$ cat src/rtl/lab3_pattern_gen_pkg.sv
// Shared constants for the lab3 pattern generator: advance-mode encodings,
// ping-pong direction and the default LFSR feedback mask for an 8-bit pattern.
package lab3_pattern_pkg;

   typedef enum logic [2:0] {
      MODE_HOLD     = 3'd0,
      MODE_TOGGLE   = 3'd1,
      MODE_ROTL     = 3'd2,
      MODE_ROTR     = 3'd3,
      MODE_LFSR     = 3'd4,
      MODE_COUNT    = 3'd5,
      MODE_PINGPONG = 3'd6,
      MODE_RSVD     = 3'd7
   } mode_t;

   typedef enum logic {
      DIR_LEFT  = 1'b0,
      DIR_RIGHT = 1'b1
   } dir_t;

   // x^8+x^4+x^3+x^2+1 when feedback enters at bit 0: maximal length 255
   localparam logic [7:0] DEFAULT_TAPS = 8'hB8;
   localparam logic [7:0] DEFAULT_INIT = 8'b0101_0101;

endpackage

$ cat src/rtl/lab3_pattern_gen_step_div.sv
// Step divider: counts enabled cycles and flags an advance every step_div+1.
// A mid-count drop of step_div below the count simply runs the counter round.
module lab3_step_div #(
   parameter int DIV_W = 4
) (
   input  logic             clk,
   input  logic             rst_n,
   input  logic             en,
   input  logic             clr,
   input  logic [DIV_W-1:0] step_div,
   output logic             adv
);

   logic [DIV_W-1:0] div_cnt;
   logic             match;

   assign match = (div_cnt == step_div);
   assign adv   = en && !clr && match;

   always_ff @(posedge clk or negedge rst_n) begin
      if (!rst_n) begin
         div_cnt <= '0;
      end else if (clr) begin
         div_cnt <= '0;
      end else if (en) begin
         if (match) begin
            div_cnt <= '0;
         end else begin
            div_cnt <= div_cnt + {{(DIV_W-1){1'b0}}, 1'b1};
         end
      end
   end

endmodule

$ cat src/rtl/lab3_pattern_gen.sv
// Register-based pattern generator: q advances by the selected mode every
// step_div+1 enabled cycles; load reseeds, wrap flags a return to the seed.
//
// dir state | meaning
// ----------+------------------------------------------------
// DIR_LEFT  | ping-pong shifts toward the MSB (reset/load)
// DIR_RIGHT | ping-pong shifts toward the LSB
module lab3_pattern_gen
   import lab3_pattern_pkg::*;
#(
   parameter int               WIDTH = 8,
   parameter logic [WIDTH-1:0] INIT  = WIDTH'(DEFAULT_INIT),
   parameter logic [WIDTH-1:0] TAPS  = WIDTH'(DEFAULT_TAPS),
   parameter int               DIV_W = 4
) (
   input  logic             clk,
   input  logic             rst_n,
   input  logic             en,
   input  logic             load,
   input  logic [WIDTH-1:0] load_data,
   input  logic [2:0]       mode,
   input  logic [DIV_W-1:0] step_div,
   output logic [WIDTH-1:0] q,
   output logic             step,
   output logic             wrap
);

   localparam logic [WIDTH-1:0] ONE = WIDTH'(1);

   logic [WIDTH-1:0] seed;
   logic [WIDTH-1:0] q_nxt;
   dir_t             dir;
   dir_t             dir_nxt;
   logic             adv;
   logic             lfsr_fb;
   logic             wrap_ok;

   lab3_step_div #(
      .DIV_W    (DIV_W)
   ) u_step_div (
      .clk      (clk),
      .rst_n    (rst_n),
      .en       (en),
      .clr      (load),
      .step_div (step_div),
      .adv      (adv)
   );

   assign lfsr_fb = ^(q & TAPS);

   always_comb begin
      q_nxt   = q;
      dir_nxt = dir;
      wrap_ok = 1'b1;
      case (mode_t'(mode))
         MODE_HOLD: begin
            wrap_ok = 1'b0;
         end
         MODE_TOGGLE: begin
            q_nxt = ~q;
         end
         MODE_ROTL: begin
            q_nxt = {q[WIDTH-2:0], q[WIDTH-1]};
         end
         MODE_ROTR: begin
            q_nxt = {q[0], q[WIDTH-1:1]};
         end
         MODE_LFSR: begin
            // all-zero is the LFSR's dead state; kick it back to 1
            q_nxt = (q == '0) ? ONE : {q[WIDTH-2:0], lfsr_fb};
         end
         MODE_COUNT: begin
            q_nxt = q + ONE;
         end
         MODE_PINGPONG: begin
            if (dir == DIR_LEFT) begin
               if (q[WIDTH-1]) begin
                  dir_nxt = DIR_RIGHT;
                  q_nxt   = q >> 1;
               end else begin
                  q_nxt   = q << 1;
               end
            end else begin
               if (q[0]) begin
                  dir_nxt = DIR_LEFT;
                  q_nxt   = q << 1;
               end else begin
                  q_nxt   = q >> 1;
               end
            end
         end
         default: begin
            wrap_ok = 1'b0;
         end
      endcase
   end

   always_ff @(posedge clk or negedge rst_n) begin
      if (!rst_n) begin
         q    <= INIT;
         seed <= INIT;
         dir  <= DIR_LEFT;
         step <= 1'b0;
         wrap <= 1'b0;
      end else if (load) begin
         q    <= load_data;
         seed <= load_data;
         dir  <= DIR_LEFT;
         step <= 1'b0;
         wrap <= 1'b0;
      end else if (adv) begin
         q    <= q_nxt;
         dir  <= dir_nxt;
         step <= 1'b1;
         wrap <= wrap_ok && (q_nxt == seed);
      end else begin
         step <= 1'b0;
         wrap <= 1'b0;
      end
   end

endmodule
$ cat config.mk
export PLATFORM = sky130hd
export DESIGN_NAME = lab3_pattern_gen
export DESIGN_NICKNAME = d
export VERILOG_FILES = /design/src/rtl/lab3_pattern_gen_pkg.sv /design/src/rtl/lab3_pattern_gen_step_div.sv /design/src/rtl/lab3_pattern_gen.sv
export SDC_FILE = /design/constraint.sdc
export NUM_CORES = 1
export LEC_CHECK = 0
export CAP_MARGIN = 20
export CORE_MARGIN = 2
export CORE_UTILIZATION = 50
export DETAILED_ROUTE_END_ITERATION = 7
export GPL_ROUTABILITY_DRIVEN = 0
export PLACE_DENSITY = 0.74
export REMOVE_ABC_BUFFERS = 1
export SYNTH_ARGS = -nofsm -noshare
export SYNTH_HDL_FRONTEND = slang
export SYNTH_SLANG_ARGS = --single-unit
$ cat constraint.sdc
create_clock -name clk -period 2.7 [get_ports clk]
set_clock_uncertainty 0.05 [all_clocks]
set_input_delay 0.675 -clock clk [delete_from_list [all_inputs] [get_ports clk]]
set_output_delay 0.675 -clock clk [all_outputs]
set_load 0.02 [all_outputs]
Word level (Yosys, flattened, before mapping)
Cells that the tools add are included.
- bitwise gates (word level): 1
- eq/ne operators: 8
- mux-type cells: 21
- reduce and logical (&&, ||, !) cells: 11
- add/sub/neg operators: 2
- operators with widths (kind ; count):
    $mux 8 ; 6
    $pmux 8 s6 ; 1
    $mux 4 ; 3
    $mux 1 ; 11
    $eq 3x3->1 const B ; 3
    $add 8x1->8 const B ; 1
    $eq 8x8->1 ; 1
    $logic_not 8->1 ; 1
    $not 8->8 ; 1
    $reduce_xor 8->1 ; 1
    $eq 3x2->1 const B ; 2
    $reduce_bool 2->1 ; 3
    $reduce_or 6->1 ; 1
    $add 4x1->4 const B ; 1
    $eq 4x4->1 ; 1
    $eq 3x1->1 const B ; 1
    $logic_and 1x1->1 ; 3
    $reduce_and 2->1 ; 1
    $logic_not 1->1 ; 1
- output and inout bits: 10
- word-level logic and storage cells: 49
- flip-flop bits (word level): 23

Depth between registers and ports, before layout
Gate-level depths: netlist of the first run.
- depth after elaboration: 7
- depth in mapped cells: 10
- depth with buffers taken out: 9

By module
From an unflattened synthesis of the first run, not the netlist that was laid out.
- cell total of the unflattened synthesis: 258
- area total of the unflattened synthesis: 2160.8 sq um
- by module, submodules not included (module ; area an instance (sq um) ; sequential area each (sq um) ; cells each ; times used):
    lab3_pattern_gen ; 1879.3 ; 485.5 ; 230 ; 1
    lab3_step_div ; 281.5 ; 100.1 ; 28 ; 1

Worst setup path before layout of the first run
Ideal clock, no wire load.
- path kind: register to register
- from: reg q[0]
- to: reg wrap
- arrival: 2183 ps
- setup slack: 371 ps
- required time: 2554 ps
- stages on the path, launching flop included: 11
- period minus slack after synthesis: 2329 ps
- path through: dfstp_2 > buf_2 > inv_1 > ha_1 > and2_0 > a311oi_2 > nand2_1 > nand4_1 > xnor2_1 > nand4_1 > nor4_2
- longest elaborated chain between the ends: 7
- elaborated cells on any way between the ends: 12
- those cells by class: add/sub (1); eq/ne (1); mux (7); bitwise (1); reduce/logical (2)
- ends and longest elaborated chain (item ; line ; RTL):
    start: declaration ; lab3_pattern_gen.sv:23 ; output logic [WIDTH-1:0] q,
    start signal: assignment ; lab3_pattern_gen.sv:106 ; q <= load_data;
    start signal: assignment ; lab3_pattern_gen.sv:112 ; q <= q_nxt;
    parallel branches: the longest is 2 deep, another holds $add 8x1->8 ; - ;
    $pmux 8 s6 (*) ; lab3_pattern_gen.sv:55 ; case (mode_t'(mode))
    $eq 8x8->1 (*) ; lab3_pattern_gen.sv:115 ; wrap <= wrap_ok && (q_nxt == seed);
    $logic_and 1x1->1 (*) ; lab3_pattern_gen.sv:115 ;
    $mux 1 (*) ; lab3_pattern_gen.sv:111 ; end else if (adv) begin
    $mux 1 (*) ; lab3_pattern_gen.sv:105 ; end else if (load) begin
    end signal: assignment ; lab3_pattern_gen.sv:115 ;
    end: declaration ; lab3_pattern_gen.sv:25 ; output logic wrap
Mark *: on every way between the ends.
A chain may end at the register's enable or synchronous reset.

Final worst setup path of the first run
- from: in mode[2]
- to: reg wrap
- longest elaborated chain between the ends: 6
- elaborated cells on any way between the ends: 13
- those cells by class: eq/ne (7); mux (4); reduce/logical (2)
- ends and longest elaborated chain (item ; line ; RTL):
    start: declaration ; lab3_pattern_gen.sv:21 ; input logic [2:0] mode,
    $eq 3x3->1 (tied with other cells) ; lab3_pattern_gen.sv:55 ;
    $pmux 8 s6 / $reduce_or 6->1 (equally long branches) ; - ;
    $eq 8x8->1 / $mux 1 (equally long branches) ; lab3_pattern_gen.sv:115, lab3_pattern_gen.sv:55 ;
    $logic_and 1x1->1 (*) ; lab3_pattern_gen.sv:115 ;
    $mux 1 (*) ; lab3_pattern_gen.sv:111 ;
    $mux 1 (*) ; lab3_pattern_gen.sv:105 ;
Mark *: on every way between the ends. The rest lies on a longest branch, timed or not.

==> impl_metrics.csv, run 1 <==
group,metric,value,unit
sta,final.min_clock_period,2.63,ns
yosys,ys_types,59,
worst_setup_path,setup.worst_path.end_class,"register",
detailed_routing,met3WireLength,313,µm
detailed_routing,route.top_layer_used,"met4",
die,fp.dieArea,0.00473,mm²
sta,setup_total_negative_slack,0,ns
sta,tightest_slew,0.601,ns
detailed_routing,m1WireLength,2310,µm
yosys,postSynthCellCount,243,
cells_and_area,flow.area_growth_from_synthesis,19.3,%
power_and_ir_drop,max-vdd-ir-drop,321,µV
detailed_routing,met2_wirelength,2340,µm
worst_setup_path,worstPathArrival,2.74,ns
detailed_routing,firstDrtPassIters,4,
worst_setup_path,worstSetupPathType,"in2reg",
yosys,syn_avg_cell_area,8.63,µm²
die,initial_utilization,52.0,%
sta,worst_slew_margin_rel,59.9,%
sta,hold_viol_final,0,
yosys,synth-async-reset-ratio,100,%
worst_hold_path,timing.hold.worst.class,"reg2reg",
power_and_ir_drop,p_leak,1.00,nW
cells_and_area,mostFrequentLayoutCell,"sky130_fd_sc_hd__clkdlybuf4s50_1",
placement,port_buffers,28,
detailed_routing,num_vias,1912,
cells_and_area,nFillCells,366,
detailed_routing,detail_route.drc_violations,0,
yosys,mappedNetlistArea,0.00210,mm²
cells_and_area,antennaDiodeCount,0,
yosys,dominantRegCellSynth,"sky130_fd_sc_hd__dfrtp_1",
grt,number_of_global_route_vias_before_repair,1745,
detailed_routing,routed_wl,5010,µm
yosys,ys_seq_area_share,27.9,%
yosys,yosysWarnings,0,
clocking,ctsHtreeMaxLevel,1,
sta,post-route-period-util,97.3,%
grt,grt_pass1_wl,8470,µm
cells_and_area,layout_cell_area_excl_fill,0.00250,mm²
detailed_routing,antenna_violating_nets_post_route,0,
grt,largest_net_degree_at_the_start_of_global_routing,30,
detailed_routing,number_of_drc_markers_after_the_initial_detailed_route_iteration,272,
power_and_ir_drop,power.density,401,mW/mm²
sta,slew_violations,0,
power_and_ir_drop,totalPowerFinal,1.00,mW
clocking,clock_insertion_delay_at_the_later_pin_of_the_skew_report,0.26,ns
clocking,clockBufferDepth,2,
die,die_h,68.8,µm
worst_setup_path,start_kind,"input pin",
clocking,clk_root_buffer_cell,"sky130_fd_sc_hd__clkbuf_8",
clocking,cts_setup_buffers,0,
yosys,synth.ff_latch_count,23,
clocking,path_clk_slew,0.08,ns
detailed_routing,via_count_normalized_by_instance_count,5.90,
sta,setup_viol_count_final,0,
cells_and_area,fin_nets,300,
detailed_routing,post_dr_wirelength_cell,15.5,µm
placement,post-dp-hpwl,3700,µm
worst_hold_path,whs_path_depth,2,
cells_and_area,layout_common_cells,"sky130_fd_sc_hd__clkdlybuf4s50_1 (28), sky130_fd_sc_hd__nand2_1 (24), sky130_fd_sc_hd__buf_4 (18)",
yosys,number_of_flops_mapped_to_enable_cells_by_yosys,0,
die,top_level_ports,29,
grt,number_of_antenna_violations_at_the_first_check_in_global_routing,0,
clocking,clock_sink_count,23,
clocking,clock_tree_from_tritoncts,"done",
worst_setup_path,r2r_cells,9,
sta,timing.fmax,0.381,GHz
grt,grt_remaining_overflow,0,
cells_and_area,fin_util,62.1,%
worst_setup_path,critPathMaxFanout,11,
die,row_count,23,
die,die_w,68.8,µm
worst_setup_path,data_required_critical_path,2.81,ns
clocking,cts_inserted_buffers,3,
sta,whs,0.433,ns
outcome,outcome,"finished, final reports clean",
die,core_area,0.00403,mm²
flow_run,cap_violations,0,
cells_and_area,layout-drive-gt1-share,18.6,%
grt,groute.usage.overall,23.5,%
placement,place_area,0.00245,mm²
where the power goes:
group / internal [mW] / switching (mW)
clock: 0.105 / 0.102
combinational: 0.180 / 0.191
sequential: 0.378 / 0.0446
total: 0.664 / 0.338
stage by stage:
| step | setup slack [ns] | cells |
|---|---|---|
| final | 0.0740 | 324 |
| after floorplan | 0.391 | 222 |
| after global routing | -0.00620 | 324 |
| after detailed placement | -0.169 | 320 |
| after CTS | 0.0818 | 324 |
| after global placement | -0.138 | 320 |
area by class of cell:
cell class                      instances  area (µm²)  share of cell area (%)
Tap cell                               50        62.6                    2.50
Multi-Input combinational cell        186        1300                    52.1
Sequential cell                        23         586                    23.4
Inverter                               13        48.8                    1.95
Clock buffer                            4        45.0                    1.80
Timing Repair Buffer                   48         455                    18.2
timing repair:
item | in CTS | in global routing
gates resized for setup | 0 | 1
endpoints found under the setup margin | 0 | 1
hold buffers | 0 | 0
worst paths after layout:
| path | slack, ns | endpoint | start |
|---|---|---|---|
| worst max-delay path | 0.07 | wrap$_DFF_PN0_ | mode[2] |
| worst min-delay path | 0.43 | seed[0]$_DFFE_PN1P_ | seed[0]$_DFFE_PN1P_ |
| worst max register to register | 0.19 | q[1]$_DFFE_PN0P_ | q[1]$_DFFE_PN0P_ |
| worst min register to register | 0.43 | seed[0]$_DFFE_PN1P_ | seed[0]$_DFFE_PN1P_ |
| max in group asynchronous | 1.61 | seed[2]$_DFFE_PN1P_ | rst_n |
| min in group asynchronous | 0.71 | q[3]$_DFFE_PN0P_ | rst_n |
registers in the layout (all words and copies together), names as in the netlist:
name	cells
step	1
dir	1
q	8
wrap	1
u_step_div.div_cnt	4
seed	8
metal layers:
metal / global-route usage (%) / vias up
met4: 5.15 / 0
met1: 34.1 / 898
li1: - / 931
met2: 37.9 / 75
met5: 0 / -
met3: 2.44 / 8
Yosys cell counts (6+ instances only):
cell type | instances | area share (%)
sky130_fd_sc_hd__dfrtp_1 | 15 | 18
sky130_fd_sc_hd__inv_1 | 12 | 2.1
sky130_fd_sc_hd__nand2b_1 | 7 | 2.1
sky130_fd_sc_hd__nand2_1 | 24 | 4.3
sky130_fd_sc_hd__xnor2_1 | 12 | 5.0
sky130_fd_sc_hd__buf_2 | 8 | 1.9
sky130_fd_sc_hd__nor2_1 | 13 | 2.3
sky130_fd_sc_hd__a31oi_1 | 7 | 2.1
sky130_fd_sc_hd__buf_6 | 7 | 3.8
sky130_fd_sc_hd__a21oi_1 | 14 | 3.3
sky130_fd_sc_hd__o21ai_0 | 13 | 3.1
sky130_fd_sc_hd__ha_1 | 6 | 3.6
sky130_fd_sc_hd__dfstp_2 | 8 | 10
sky130_fd_sc_hd__mux2i_1 | 6 | 2.9
logic make-up after synthesis:
family	after synthesis	share of synthesized area, %
XOR/XNOR	17	7.10
buffers and inverters	34	10.2
AND/OR/NAND/NOR	85	23.4
flip-flops	23	27.9
AO/OA/AOI/OAI	68	22.8
adder cells (fa/ha/maj)	6	3.58
multiplexers	10	5.01
worst max-delay path, stage by stage:
cell,delay (ns)
sky130_fd_sc_hd__clkdlybuf4s50_1,0.52
sky130_fd_sc_hd__buf_4,0.22
sky130_fd_sc_hd__and2_1,0.23
sky130_fd_sc_hd__nand3_1,0.12
sky130_fd_sc_hd__a31oi_2,0.27
sky130_fd_sc_hd__o21ai_1,0.13
sky130_fd_sc_hd__xnor2_1,0.16
sky130_fd_sc_hd__nand4_1,0.12
sky130_fd_sc_hd__nor4_2,0.28
(Power assumes the default switching activity.)
==> run 2, diff against run 1 <==
CTS_CLUSTER_SIZE = 28   (was not set)
REMOVE_ABC_BUFFERS = not set   (was 1)
==> impl_metrics.csv, run 2 (same netlist as run 1, synthesis figures left out) <==
group,metric,value,unit
worst_setup_path,data_required_critical_path,2.83,ns
grt,grt_busiest_layer,"met2",
sta,timing.fmax,0.393,GHz
detailed_routing,post_dr_wirelength_cell,15.1,µm
grt,largest_net_degree_at_the_start_of_global_routing,26,
cells_and_area,sequential_cell_area,586,µm²
worst_hold_path,hold_path_end,"seed[0]$_DFFE_PN1P_",
yosys,synth_fp_nets,268,
clocking,ctsResizeCount,0,
clocking,cts_setup_buffers,0,
clocking,clock_insertion_delay_at_the_later_pin_of_the_skew_report,0.26,ns
worst_hold_path,whs_path_depth,2,
die,initial_utilization,52.0,%
sta,worst_slew_margin_rel,60.2,%
die,core_area,0.00403,mm²
cells_and_area,flow.area_growth_from_synthesis,23.7,%
outcome,outcome,"finished, final reports clean",
die,die_w,68.8,µm
sta,unrepaired_setup_endpoints_after_global_routing,"no",
die,top_level_ports,29,
placement,place_worst_setup_slack,-0.111,ns
grt,number_of_global_route_vias_before_repair,1767,
power_and_ir_drop,max-vdd-ir-drop,370,µV
detailed_routing,routed_wl,5070,µm
power_and_ir_drop,power.density,394,mW/mm²
clocking,cts_inserted_buffers,3,
detailed_routing,antenna_violating_nets_post_route,0,
detailed_routing,number_of_drc_markers_after_the_initial_detailed_route_iteration,147,
worst_setup_path,setup.worst_path.end_class,"register",
worst_setup_path,worst_r2r_startpoint,"q[0]$_DFFE_PN1P_",
detailed_routing,num_vias,1923,
cells_and_area,layout-drive-gt1-share,22.4,%
placement,port_buffers,28,
grt,groute.usage.overall,23.6,%
sta,fin_ws,0.152,ns
worst_hold_path,timing.hold.worst.class,"reg2reg",
clocking,post_cts_hold_buffer_count,0,
sta,setup_viol_count_final,0,
die,die_h,68.8,µm
cells_and_area,nFillCells,361,
worst_setup_path,r2r_cells,9,
clocking,clock_sink_count,23,
power_and_ir_drop,totalPowerFinal,1.02,mW
detailed_routing,via_count_normalized_by_instance_count,5.72,
grt,number_of_antenna_violations_at_the_first_check_in_global_routing,0,
sta,whs,0.454,ns
sta,hold_viol_final,0,
cells_and_area,layout_cell_area_excl_fill,0.00259,mm²
worst_setup_path,worstSetupPathType,"in2reg",
sta,setup_total_negative_slack,0,ns
clocking,clock_tree_from_tritoncts,"done",
sta,post-route-period-util,94.4,%
clocking,clk_root_buffer_cell,"sky130_fd_sc_hd__clkbuf_8",
grt,grt.met3_usage,1.95,%
flow_run,cap_violations,0,
cells_and_area,multiInputGateArea,0.00131,mm²
clocking,ctsHtreeMaxLevel,1,
cells_and_area,fin_nets,312,
clocking,clockBufferDepth,2,
worst_hold_path,worst_hold_startpoint,"seed[0]$_DFFE_PN1P_",
placement,place_area,0.00254,mm²
worst_setup_path,ff2ff_setup_slack,0.32,ns
grt,grtUsageMet1,34.7,%
sta,final.min_clock_period,2.55,ns
cells_and_area,layout_common_cells,"sky130_fd_sc_hd__buf_4 (30), sky130_fd_sc_hd__clkdlybuf4s50_1 (28), sky130_fd_sc_hd__nand2_1 (24)",
worst_setup_path,critPathMaxFanout,10,
cells_and_area,reg.largest.list,"q (8), seed (8), u_step_div.div_cnt (4)",
detailed_routing,detail_route.drc_violations,0,
cells_and_area,mostFrequentLayoutCell,"sky130_fd_sc_hd__buf_4",
grt,grt_remaining_overflow,0,
placement,post-dp-hpwl,3830,µm
power_and_ir_drop,p_leak,1.07,nW
clocking,path_clk_slew,0.07,ns
die,row_count,23,
cells_and_area,antennaDiodeCount,0,
grt,grt_util_met2,36.7,%
die,fp.dieArea,0.00473,mm²
worst_setup_path,crit-reg2reg-capture,"wrap$_DFF_PN0_",
sta,slew_violations,0,
grt,grt_pass1_wl,8350,µm
worst_setup_path,worstPathArrival,2.67,ns
detailed_routing,firstDrtPassIters,4,
worst_setup_path,start_kind,"input pin",
sta,tightest_slew,0.597,ns
[run 2: changes by cell type in the layout (fill, tap and decap cells not counted)]
cell                     delta
sky130_fd_sc_hd__and2_4     +1
sky130_fd_sc_hd__and2_1     -1
sky130_fd_sc_hd__buf_4     +12
[run 2: worst max-delay path by stage]
stage          depth (start not counted)  slack (ns)        endpoint        startpoint
2_1_floorplan                         10        0.37  wrap$_DFF_PN0_  q[0]$_DFFE_PN1P_
3_3_place_gp                           9       -0.06  wrap$_DFF_PN0_           mode[2]
3_5_place_dp                           9       -0.11  wrap$_DFF_PN0_           mode[2]
4_1_cts                                9        0.13  wrap$_DFF_PN0_           mode[2]
5_1_grt                               10        0.03  wrap$_DFF_PN0_           mode[2]
6_report                               9        0.15  wrap$_DFF_PN0_           mode[2]
[run 2: report_power, final]
group	switching [mW]	leakage [nW]	internal (mW)	total (mW)
sequential	0.0450	0.278	0.379	0.424
combinational	0.195	0.765	0.195	0.390
clock	0.103	0.0228	0.105	0.208
total	0.343	1.07	0.679	1.02
[run 2: routing by layer]
metal | up-vias | share of wire (%)
met3 | 7 | 3.3
met4 | 0 | 1.6
met1 | 912 | 48
li1 | 961 | -
met5 | - | 0
met2 | 43 | 47
[run 2: layout make-up]
type                       instances  share of cell area, %
multi-input combinational        186                   50.4
inverter                          13                   1.88
timing repair buffer              60                   21.0
clock buffer                       4                   1.74
sequential                        23                   22.6
tap                               50                   2.41
[run 2: per-stage QoR]
step,utilization [%],instances
after floorplan,-,243
after global placement,63.0,332
after detailed placement,63.0,332
after CTS,64.2,336
after global routing,64.4,336
final,64.4,336
[run 2: critical path, stage by stage]
cell                              delay, ns
sky130_fd_sc_hd__clkdlybuf4s50_1       0.51
sky130_fd_sc_hd__buf_4                 0.20
sky130_fd_sc_hd__xnor2_1               0.09
sky130_fd_sc_hd__a311oi_2              0.42
sky130_fd_sc_hd__buf_4                 0.18
sky130_fd_sc_hd__a211oi_1              0.10
sky130_fd_sc_hd__buf_4                 0.17
sky130_fd_sc_hd__xnor2_1               0.13
sky130_fd_sc_hd__nor4_2                0.20
